**config.mk**
```make
export PLATFORM = sky130hd
export DESIGN_NAME = pc_sequencer_flat
export DESIGN_NICKNAME = d
export VERILOG_FILES = /design/src/rtl/pc_sequencer_if.sv /design/src/rtl/pc_sequencer.sv /design/src/flat_wrapper.sv
export SDC_FILE = /design/constraint.sdc
export NUM_CORES = 1
export LEC_CHECK = 0
export CAP_MARGIN = 20
export CORE_AREA = 2 2 118 120
export DETAILED_ROUTE_END_ITERATION = 10
export DIE_AREA = 0 0 120 122
export MAX_ROUTING_LAYER = met4
export PLACE_DENSITY = 0.79
export SYNTH_ARGS = -nofsm -noshare
export SYNTH_HDL_FRONTEND = slang
export SYNTH_SLANG_ARGS = --single-unit
export TNS_END_PERCENT = 50
```
**constraint.sdc**
```tcl
create_clock -name clk -period 3.1 [get_ports clk]
set_input_delay 0.31 -clock clk [delete_from_list [all_inputs] [get_ports clk]]
set_output_delay 0.31 -clock clk [all_outputs]
set_load 0.01 [all_outputs]
```
**src/rtl/pc_sequencer_if.sv**
```systemverilog
// pc_sequencer_if: bundles the control-side inputs and fetch-side outputs of
// the program-counter sequencer.
//   master : drives stall, pc_src, branch_cond, imm16, jtarget, jr_addr,
//            illegal_op and irq; observes pc, pc_plus4, kernel, xp_we,
//            xp_data and irq_ack.
//   slave  : the sequencer itself (mirror of master).
interface pc_sequencer_if;
  logic        stall;
  logic [2:0]  pc_src;
  logic        branch_cond;
  logic [15:0] imm16;
  logic [25:0] jtarget;
  logic [31:0] jr_addr;
  logic        illegal_op;
  logic        irq;
  logic [31:0] pc;
  logic [31:0] pc_plus4;
  logic        kernel;
  logic        xp_we;
  logic [31:0] xp_data;
  logic        irq_ack;

  modport master (
    output stall, pc_src, branch_cond, imm16, jtarget, jr_addr, illegal_op, irq,
    input  pc, pc_plus4, kernel, xp_we, xp_data, irq_ack
  );

  modport slave (
    input  stall, pc_src, branch_cond, imm16, jtarget, jr_addr, illegal_op, irq,
    output pc, pc_plus4, kernel, xp_we, xp_data, irq_ack
  );
endinterface

```
**src/rtl/pc_sequencer.sv**
```systemverilog
// pc_sequencer: registered program counter and next-PC sequencing for the
// single-cycle MIPS datapath, with stall hold, kernel/user mode (pc[31]),
// trap entry for illegal ops / explicit trap selects / interrupts, exception
// PC writeback strobe for $26, and a level-interrupt acknowledge handshake.
// Ports:
//   clk   : system clock, rising edge
//   reset : synchronous, active-high
//   bus   : pc_sequencer_if.slave (control inputs, pc / trap / ack outputs)
module pc_sequencer #(
  parameter logic [31:0] RESET_VECTOR = 32'h8000_0000,
  parameter logic [31:0] ILLOP_VECTOR = 32'h8000_0004,
  parameter logic [31:0] XADR_VECTOR  = 32'h8000_0008
) (
  input logic            clk,
  input logic            reset,
  pc_sequencer_if.slave  bus
);

  typedef enum logic {RUN, ACK_WAIT} state_t;

  localparam logic [2:0] SRC_BRANCH = 3'd1;
  localparam logic [2:0] SRC_JUMP   = 3'd2;
  localparam logic [2:0] SRC_JR     = 3'd3;
  localparam logic [2:0] SRC_ILLOP  = 3'd4;
  localparam logic [2:0] SRC_XADR   = 3'd5;

  state_t      state_q, state_d;
  logic [31:0] pc_q, pc_d;
  logic [31:0] xp_data_q, xp_data_d;
  logic        xp_we_q, irq_ack_q;
  logic        trap;

  logic [31:0] pc_plus4;
  logic [31:0] branch_off, branch_sum, jr_masked, seq_pc;

  assign pc_plus4   = pc_q + 32'd4;
  assign branch_off = {{14{bus.imm16[15]}}, bus.imm16, 2'b00};
  assign branch_sum = pc_plus4 + branch_off;
  assign jr_masked  = bus.jr_addr & 32'hFFFF_FFFC;

  // Normal (non-trap) next PC. Branch and jump keep the current mode bit;
  // jr may only leave kernel mode, never enter it (pc_q[31] gates bit 31).
  always_comb begin
    // NOTE: every combinational output gets a default first so no path
    // leaves it unassigned, which would infer a latch.
    seq_pc = pc_plus4;
    case (bus.pc_src)
      SRC_BRANCH: if (bus.branch_cond)
                    seq_pc = (branch_sum & 32'h7FFF_FFFF) | {pc_q[31], 31'b0};
      SRC_JUMP:   seq_pc = {pc_q[31:28], bus.jtarget, 2'b00};
      SRC_JR:     seq_pc = {pc_q[31] & jr_masked[31], jr_masked[30:0]};
      default:    seq_pc = pc_plus4;
    endcase
  end

  // Trap priority: illegal/explicit illop, explicit xadr, then interrupt.
  // An interrupt saves pc (the instruction is not retired); the others pc+4.
  always_comb begin
    trap      = 1'b0;
    pc_d      = seq_pc;
    xp_data_d = xp_data_q;
    state_d   = state_q;
    if (bus.illegal_op || bus.pc_src == SRC_ILLOP) begin
      trap      = 1'b1;
      pc_d      = ILLOP_VECTOR;
      xp_data_d = pc_plus4;
    end else if (bus.pc_src == SRC_XADR) begin
      trap      = 1'b1;
      pc_d      = XADR_VECTOR;
      xp_data_d = pc_plus4;
    end else if (bus.irq && !pc_q[31] && state_q == RUN) begin
      trap      = 1'b1;
      pc_d      = XADR_VECTOR;
      xp_data_d = pc_q;
      state_d   = ACK_WAIT;
    end
    // Acknowledge stays up until the requester drops irq; traps taken
    // meanwhile do not disturb the handshake.
    if (state_q == ACK_WAIT && !bus.irq) state_d = RUN;
  end

  always_ff @(posedge clk) begin
    // NOTE: sequential state uses non-blocking assignments so every register
    // samples pre-edge values regardless of statement order.
    if (reset) begin
      pc_q      <= RESET_VECTOR;
      state_q   <= RUN;
      xp_we_q   <= 1'b0;
      xp_data_q <= 32'd0;
      irq_ack_q <= 1'b0;
    end else if (bus.stall) begin
      // Hold everything; the writeback strobe must not repeat while frozen.
      xp_we_q <= 1'b0;
    end else begin
      pc_q      <= pc_d;
      state_q   <= state_d;
      xp_we_q   <= trap;
      xp_data_q <= xp_data_d;
      irq_ack_q <= (state_d == ACK_WAIT);
    end
  end

  assign bus.pc       = pc_q;
  assign bus.pc_plus4 = pc_plus4;
  assign bus.kernel   = pc_q[31];
  assign bus.xp_we    = xp_we_q;
  assign bus.xp_data  = xp_data_q;
  assign bus.irq_ack  = irq_ack_q;

endmodule
```
**src/flat_wrapper.sv**
```systemverilog
// flat-port wrapper written by rule: the top's interface ports become plain ports
module pc_sequencer_flat 
#(
  parameter logic [31:0] RESET_VECTOR = 32'h8000_0000,
  parameter logic [31:0] ILLOP_VECTOR = 32'h8000_0004,
  parameter logic [31:0] XADR_VECTOR  = 32'h8000_0008
)
  (clk, reset, bus_stall, bus_pc_src, bus_branch_cond, bus_imm16, bus_jtarget, bus_jr_addr, bus_illegal_op, bus_irq, bus_pc, bus_pc_plus4, bus_kernel, bus_xp_we, bus_xp_data, bus_irq_ack);
  pc_sequencer_if bus_i ();
  input logic clk;
  input logic reset;
  input wire logic [$bits(bus_i.stall)-1:0] bus_stall;
  input wire logic [$bits(bus_i.pc_src)-1:0] bus_pc_src;
  input wire logic [$bits(bus_i.branch_cond)-1:0] bus_branch_cond;
  input wire logic [$bits(bus_i.imm16)-1:0] bus_imm16;
  input wire logic [$bits(bus_i.jtarget)-1:0] bus_jtarget;
  input wire logic [$bits(bus_i.jr_addr)-1:0] bus_jr_addr;
  input wire logic [$bits(bus_i.illegal_op)-1:0] bus_illegal_op;
  input wire logic [$bits(bus_i.irq)-1:0] bus_irq;
  output wire logic [$bits(bus_i.pc)-1:0] bus_pc;
  output wire logic [$bits(bus_i.pc_plus4)-1:0] bus_pc_plus4;
  output wire logic [$bits(bus_i.kernel)-1:0] bus_kernel;
  output wire logic [$bits(bus_i.xp_we)-1:0] bus_xp_we;
  output wire logic [$bits(bus_i.xp_data)-1:0] bus_xp_data;
  output wire logic [$bits(bus_i.irq_ack)-1:0] bus_irq_ack;
  assign bus_i.stall = bus_stall;
  assign bus_i.pc_src = bus_pc_src;
  assign bus_i.branch_cond = bus_branch_cond;
  assign bus_i.imm16 = bus_imm16;
  assign bus_i.jtarget = bus_jtarget;
  assign bus_i.jr_addr = bus_jr_addr;
  assign bus_i.illegal_op = bus_illegal_op;
  assign bus_i.irq = bus_irq;
  assign bus_pc = bus_i.pc;
  assign bus_pc_plus4 = bus_i.pc_plus4;
  assign bus_kernel = bus_i.kernel;
  assign bus_xp_we = bus_i.xp_we;
  assign bus_xp_data = bus_i.xp_data;
  assign bus_irq_ack = bus_i.irq_ack;
  pc_sequencer #(.RESET_VECTOR(RESET_VECTOR), .ILLOP_VECTOR(ILLOP_VECTOR), .XADR_VECTOR(XADR_VECTOR)) u_core (.clk(clk), .reset(reset), .bus(bus_i));
endmodule
```
# [After elaboration in Yosys (flattened, before gate mapping)]
# Cells that the tools add are included.
[totals] reg_bits=66 in_bits=83
[classes] add_sub_neg=2 eq_ne=8 mux=15 n_bitwise=4 n_reduce_logical=12
[op_table] cell="2-to-1 mux 32 bit" n=7
[op_table] cell="one-hot mux 32 bit (3 select lines)" n=1
[op_table] cell="adder 32 x 3 -> 32 bit (second input constant)" n=1
[op_table] cell="OR 31 x 32 -> 32 bit" n=1
[op_table] cell="adder 31 bit" n=1
[op_table] cell="2-to-1 mux 1 bit" n=7
[op_table] cell="== test 3 x 2 -> 1 bit (second input constant)" n=2
[op_table] cell="== test 3 bit (second input constant)" n=2
[op_table] cell="!= test 2 bit (second input constant)" n=2
[op_table] cell="!= test 4 x 1 -> 1 bit (second input constant)" n=1
[op_table] cell="AND reduction 2 bit" n=2
[op_table] cell="AND reduction 4 bit" n=1
[op_table] cell="== test 3 x 1 -> 1 bit (second input constant)" n=1
[op_table] cell="logical AND 1 bit" n=3
[op_table] cell="nonzero test 3 bit" n=1
[op_table] cell="logical NOT 1 bit" n=2
[op_table] cell="NOT 1 bit" n=2
[op_table] cell="nonzero test 2 bit" n=1
[op_table] cell="OR reduction 2 bit" n=1
[op_table] cell="AND 1 bit" n=1
[op_table] cell="logical OR 1 bit" n=1

# [Longest topological paths before layout]
[logic_depth] ltp_word=8 depth_mapped=17 ltp_nobuf=16

# [Worst setup path before layout]
# OpenSTA, ideal clock, no wires.
[synth_timing] path_kind="flip-flop to flip-flop" from="register u_core.pc_q[2] (netlist: u_core.bus.pc[2])" to="register u_core.pc_q[25] (netlist: u_core.bus.pc[25])" setup_time_ns=0.133 arrival_time_ns=3.537 required_time_ns=2.967 path_slack_ns=-0.569 stages_incl_launch_ff=15 n_path_buf=1 period_less_slack_ns=3.669 cell_sequence="dfxtp_1 > ha_1 > nand3_1 > nor2_1 > nand3_1 > clkbuf_1 > xnor2_1 > ha_1 > a21o_1 > a21o_1 > a21o_1 > a22oi_2 > mux2_2 > o21ai_1 > a211oi_2"
[synth_via] elab_chain_len=8
[synth_lines] element="start, declared" line="pc_sequencer.sv:28" rtl="logic [31:0] pc_q, pc_d;"
[synth_lines] element="start signal, assigned" line="pc_sequencer.sv:95" rtl="pc_q <= pc_d;"
[synth_lines] element="adder 32 x 3 -> 32 bit" line="pc_sequencer.sv:36" rtl="assign pc_plus4 = pc_q + 32'd4;"
[synth_lines] element="via bus_pc_plus4[18]" line="flat_wrapper.sv:21" rtl="output wire logic [$bits(bus_i.pc_plus4)-1:0] bus_pc_plus4;"
[synth_lines] element="adder 31 bit" line="pc_sequencer.sv:38" rtl="assign branch_sum = pc_plus4 + branch_off;"
[synth_lines] element="OR 31 x 32 -> 32 bit" line="pc_sequencer.sv:49" rtl="seq_pc = (branch_sum & 32'h7FFF_FFFF) | {pc_q[31], 31'b0};"
[synth_lines] element="2-to-1 mux 32 bit" line="pc_sequencer.sv:48" rtl="SRC_BRANCH: if (bus.branch_cond)"
[synth_lines] element="one-hot mux 32 bit (3 select lines)" line="pc_sequencer.sv:47" rtl="case (bus.pc_src)"
[synth_lines] element="2-to-1 mux 32 bit" line="pc_sequencer.sv:71" rtl="end else if (bus.irq && !pc_q[31] && state_q == RUN) begin"
[synth_lines] element="2-to-1 mux 32 bit" line="pc_sequencer.sv:67" rtl="end else if (bus.pc_src == SRC_XADR) begin"
[synth_lines] element="2-to-1 mux 32 bit" line="pc_sequencer.sv:63" rtl="if (bus.illegal_op || bus.pc_src == SRC_ILLOP) begin"
# The timed path passes the listed nets, and every way through them passes these cells.
# A chain may end at the register's enable or synchronous reset.

# [Final worst setup path]
[layout_timing] from="register u_core.pc_q[2] (netlist: u_core.bus.pc[2])" to="register u_core.pc_q[29] (netlist: u_core.bus.pc[29])"
[layout_via] elab_chain_len=8
[layout_lines] element="adder 32 x 3 -> 32 bit (*)" line="pc_sequencer.sv:36"
[layout_lines] element="adder 31 bit" line="pc_sequencer.sv:38"
[layout_lines] element="OR 31 x 32 -> 32 bit" line="pc_sequencer.sv:49"
[layout_lines] element="2-to-1 mux 32 bit" line="pc_sequencer.sv:48"
[layout_lines] element="one-hot mux 32 bit (3 select lines) (*)" line="pc_sequencer.sv:47"
[layout_lines] element="2-to-1 mux 32 bit (*)" line="pc_sequencer.sv:71"
[layout_lines] element="2-to-1 mux 32 bit (*)" line="pc_sequencer.sv:67"
[layout_lines] element="2-to-1 mux 32 bit (*)" line="pc_sequencer.sv:63"
# Every way passes the cells marked *; elsewhere a longest branch is shown, timed or not.

==> reports/results.ini <==
[sta]
max_freq_mhz=312
tightest_slew_ns=0.745
max_slew_margin=0.502
period_share=1.03
period_minus_slack_ns=3.21
holdWs_ns=0.453
setup_viol=8
finalHoldViolations=0
drv_slew=0
setup_ws_ns=-0.108
rsz0062_at_grt=true
worst_clock_skew_ns=0.00829

[detailed_routing]
drt_pass1_iterations=6
routed_wl_um=24200
antenna_left=0
drt_iter0_drc=724
wl_per_cell_um=19.4
dr_total_vias=7251
drt-vias-per-instance=5.81
remaining_drc_errors=0

[finish]
stdcell_area_um2=9930
antenna_cells=0
finalNetCount=1180
layout-drive-gt1-share=0.303
area_delta_synth_final_pct=74.8

[clock_network]
cts.sinks=66
cts_root_buffer=clkbuf_16
clk-insertion-delay-late_ns=0.34
htreeDepth=3
cts_made_buffers=9
clock_path_buffers=2
postCtsHoldBufs=0
path_clk_slew_ns=0.06
cts_tree=done

[critical_path]
cp.arrival_ns=3.44
worst_ep_required_time_ns=3.33
crit_path_max_fanout=6
endpoint_kind=flop
criticalPathCategory=reg -> reg
startpoint_type=flop

[power]
peakVddDrop_mv=0.271
power.density_nw_per_um2=280
p_leak_nw=4.11

[logic_synthesis]
synth_flop_cell=dfxtp_1
yosys_warnings=0
postSynthAreaPerCell_um2=7.66
seq_area_frac_synth=0.232
netlist_area_um2=5680
syn-num-nets=860
netlist_instances=742
synthArstFlopShare=0
ys_ff_latch=66
synth_cell_types=65
synth-edff-count=0

[grt]
grt_first_pass_wirelength_um=35300
grt_util_all_layers=0.312
grt_pass1_vias=6868
grt_antenna_before_repair=0
grt_max_degree=53
gr-total-overflow=0

[floorplan]
io_pins=182
core_area_um2=13500
num_rows=43
start_util=0.421
dieArea_um2=14600
die_w_um=120
die_h_um=122

[placed_design]
port_buffers=179
dpl_cell_area_um2=8770
gp_congestion=0.969
dp_hpwl_um=17000

[run]
drv_cap=0

[outcome]
outcome=complete, but fails checks
violations=negative setup slack

[min_path]
hold_path_class=reg -> reg

==> stage by stage <==
| stage | setup TNS (ns) | setup WS, ns | util | instances | power [mW] |
|---|---|---|---|---|---|
| floorplan | -0.226 | -0.0755 | - | 742 | 1.28 |
| global placement | -0.772 | -0.128 | 0.650 | 1204 | 1.65 |
| detailed placement | -0.925 | -0.146 | 0.650 | 1204 | 1.66 |
| CTS | -0.330 | -0.0971 | 0.692 | 1230 | 2.71 |
| global route | -2.37 | -0.272 | 0.735 | 1247 | 2.87 |
| finish | -0.402 | -0.108 | 0.735 | 1247 | 2.78 |
==> synthesized netlist by cell type (4+ instances only) <==
cell type   n  area, µm²
a222oi_1    7       70.1
ha_1       34        425
mux2_2      9        101
nand2b_1    9       56.3
a22o_1      4       35.0
inv_1      15       56.3
o22ai_1     4       25.0
buf_4       6       45.0
a21oi_1    51        255
a211oi_1   28        210
xnor2_1    44        385
a22oi_1     9       67.6
clkbuf_1   33        124
a21o_1     15        113
a311oi_1    5       43.8
nand2_1    67        251
or3_1       6       37.5
dfxtp_1    66       1320
xor2_1     30        263
and2_1      7       43.8
nor2_1     89        334
o32ai_1     4       35.0
nor2b_1     5       31.3
nor4_1      4       25.0
nand3_1    25        125
buf_2      11       55.1
mux2i_1    19        190
a221oi_1    4       35.0
and3_1     10       62.6
or2_2       4       25.0
o21ai_0    33        165
o21ai_1     5       25.0
and4_1      4       35.0
a31oi_1     7       43.8
nor3_1     10       50.1
o221ai_1   10       87.6
nand4_1     6       37.5
o211ai_1    5       37.5
==> registers in the layout, summed over array words and instances (netlist names) <==
name / flops
u_core.bus.pc: 32
u_core.bus.irq_ack: 1
u_core.bus.xp_we: 1
u_core.bus.xp_data: 32
==> worst max-delay path, cell delays in order (launching register included) <==
cell,delay (ns)
dfxtp_4,0.39
ha_4,0.16
nand3_4,0.10
nor2_4,0.18
buf_6,0.13
nand2_1,0.09
xnor2_2,0.18
ha_4,0.32
nand2_1,0.07
o211ai_1,0.26
nand3_1,0.11
o211ai_1,0.12
buf_4,0.17
a22oi_2,0.07
buf_4,0.16
o311ai_2,0.35
nor4_1,0.07
nand3b_1,0.16
==> worst paths after layout <==
| check | start | endpoint | slack [ns] | cells after the start |
|---|---|---|---|---|
| max reg2reg | u_core.bus.pc[2]$_SDFFE_PP0N_ | u_core.bus.pc[29]$_SDFFE_PP0P_ | -0.11 | 17 |
| min reg2reg | u_core.bus.xp_data[2]$_SDFFE_PP0P_ | u_core.bus.xp_data[2]$_SDFFE_PP0P_ | 0.45 | 2 |
| max | u_core.bus.pc[2]$_SDFFE_PP0N_ | u_core.bus.pc[29]$_SDFFE_PP0P_ | -0.11 | 17 |
| min | u_core.bus.xp_data[2]$_SDFFE_PP0P_ | u_core.bus.xp_data[2]$_SDFFE_PP0P_ | 0.45 | 2 |
==> report_power, final <==
part	switching [mW]	total, mW	internal, mW
combinational	0.389	0.812	0.423
clock	0.392	1.06	0.665
sequential	0.0285	0.914	0.885
total	0.810	2.78	1.97
==> per-layer routing <==
metal / GRT usage / wire length (µm) / up-vias
met1: 0.382 / 9640 / 3428
met5: - / 0 / -
met4: 0.125 / 878 / 0
li1: - / - / 3337
met3: 0.0482 / 2040 / 89
met2: 0.516 / 11600 / 397
==> cell usage in the layout (no fill, tap or decap), drive strengths merged, types with 19 or more instances in the layout <==
cell	n
xor2	30
buf	183
a211oi	29
nor2	90
nand3	25
a21oi	51
o21ai	38
nand2	68
ha	34
dfxtp	66
xnor2	44
mux2i	19
clkdlybuf4s50	175
==> kinds of logic after synthesis <==
logic type      count (synthesis)  synth area share
compound gates                211             0.252
mux                            28            0.0513
xor+xnor                       74             0.114
fa+ha+maj                      35            0.0784
simple gates                  262             0.222
buf+inv                        66            0.0502
flops                          66             0.232
==> final cells by class <==
type | instances | area, µm²
flip-flops and latches | 66 | 1340
fillers | 955 | 3570
repair buffers | 360 | 3170
multi-input cells | 610 | 4830
inverters | 15 | 56.3
well taps | 180 | 225
clock buffers | 12 | 256
clock inverters | 4 | 50.0
==> what timing repair did <==
item / in CTS / in global routing
gates resized for setup: 34 / 81
endpoints found under the setup margin: 10 / 23
setup buffers: 10 / 17
pin swaps: 24 / 40
gates cloned: 0 / 0
(Power assumes the default switching activity.)
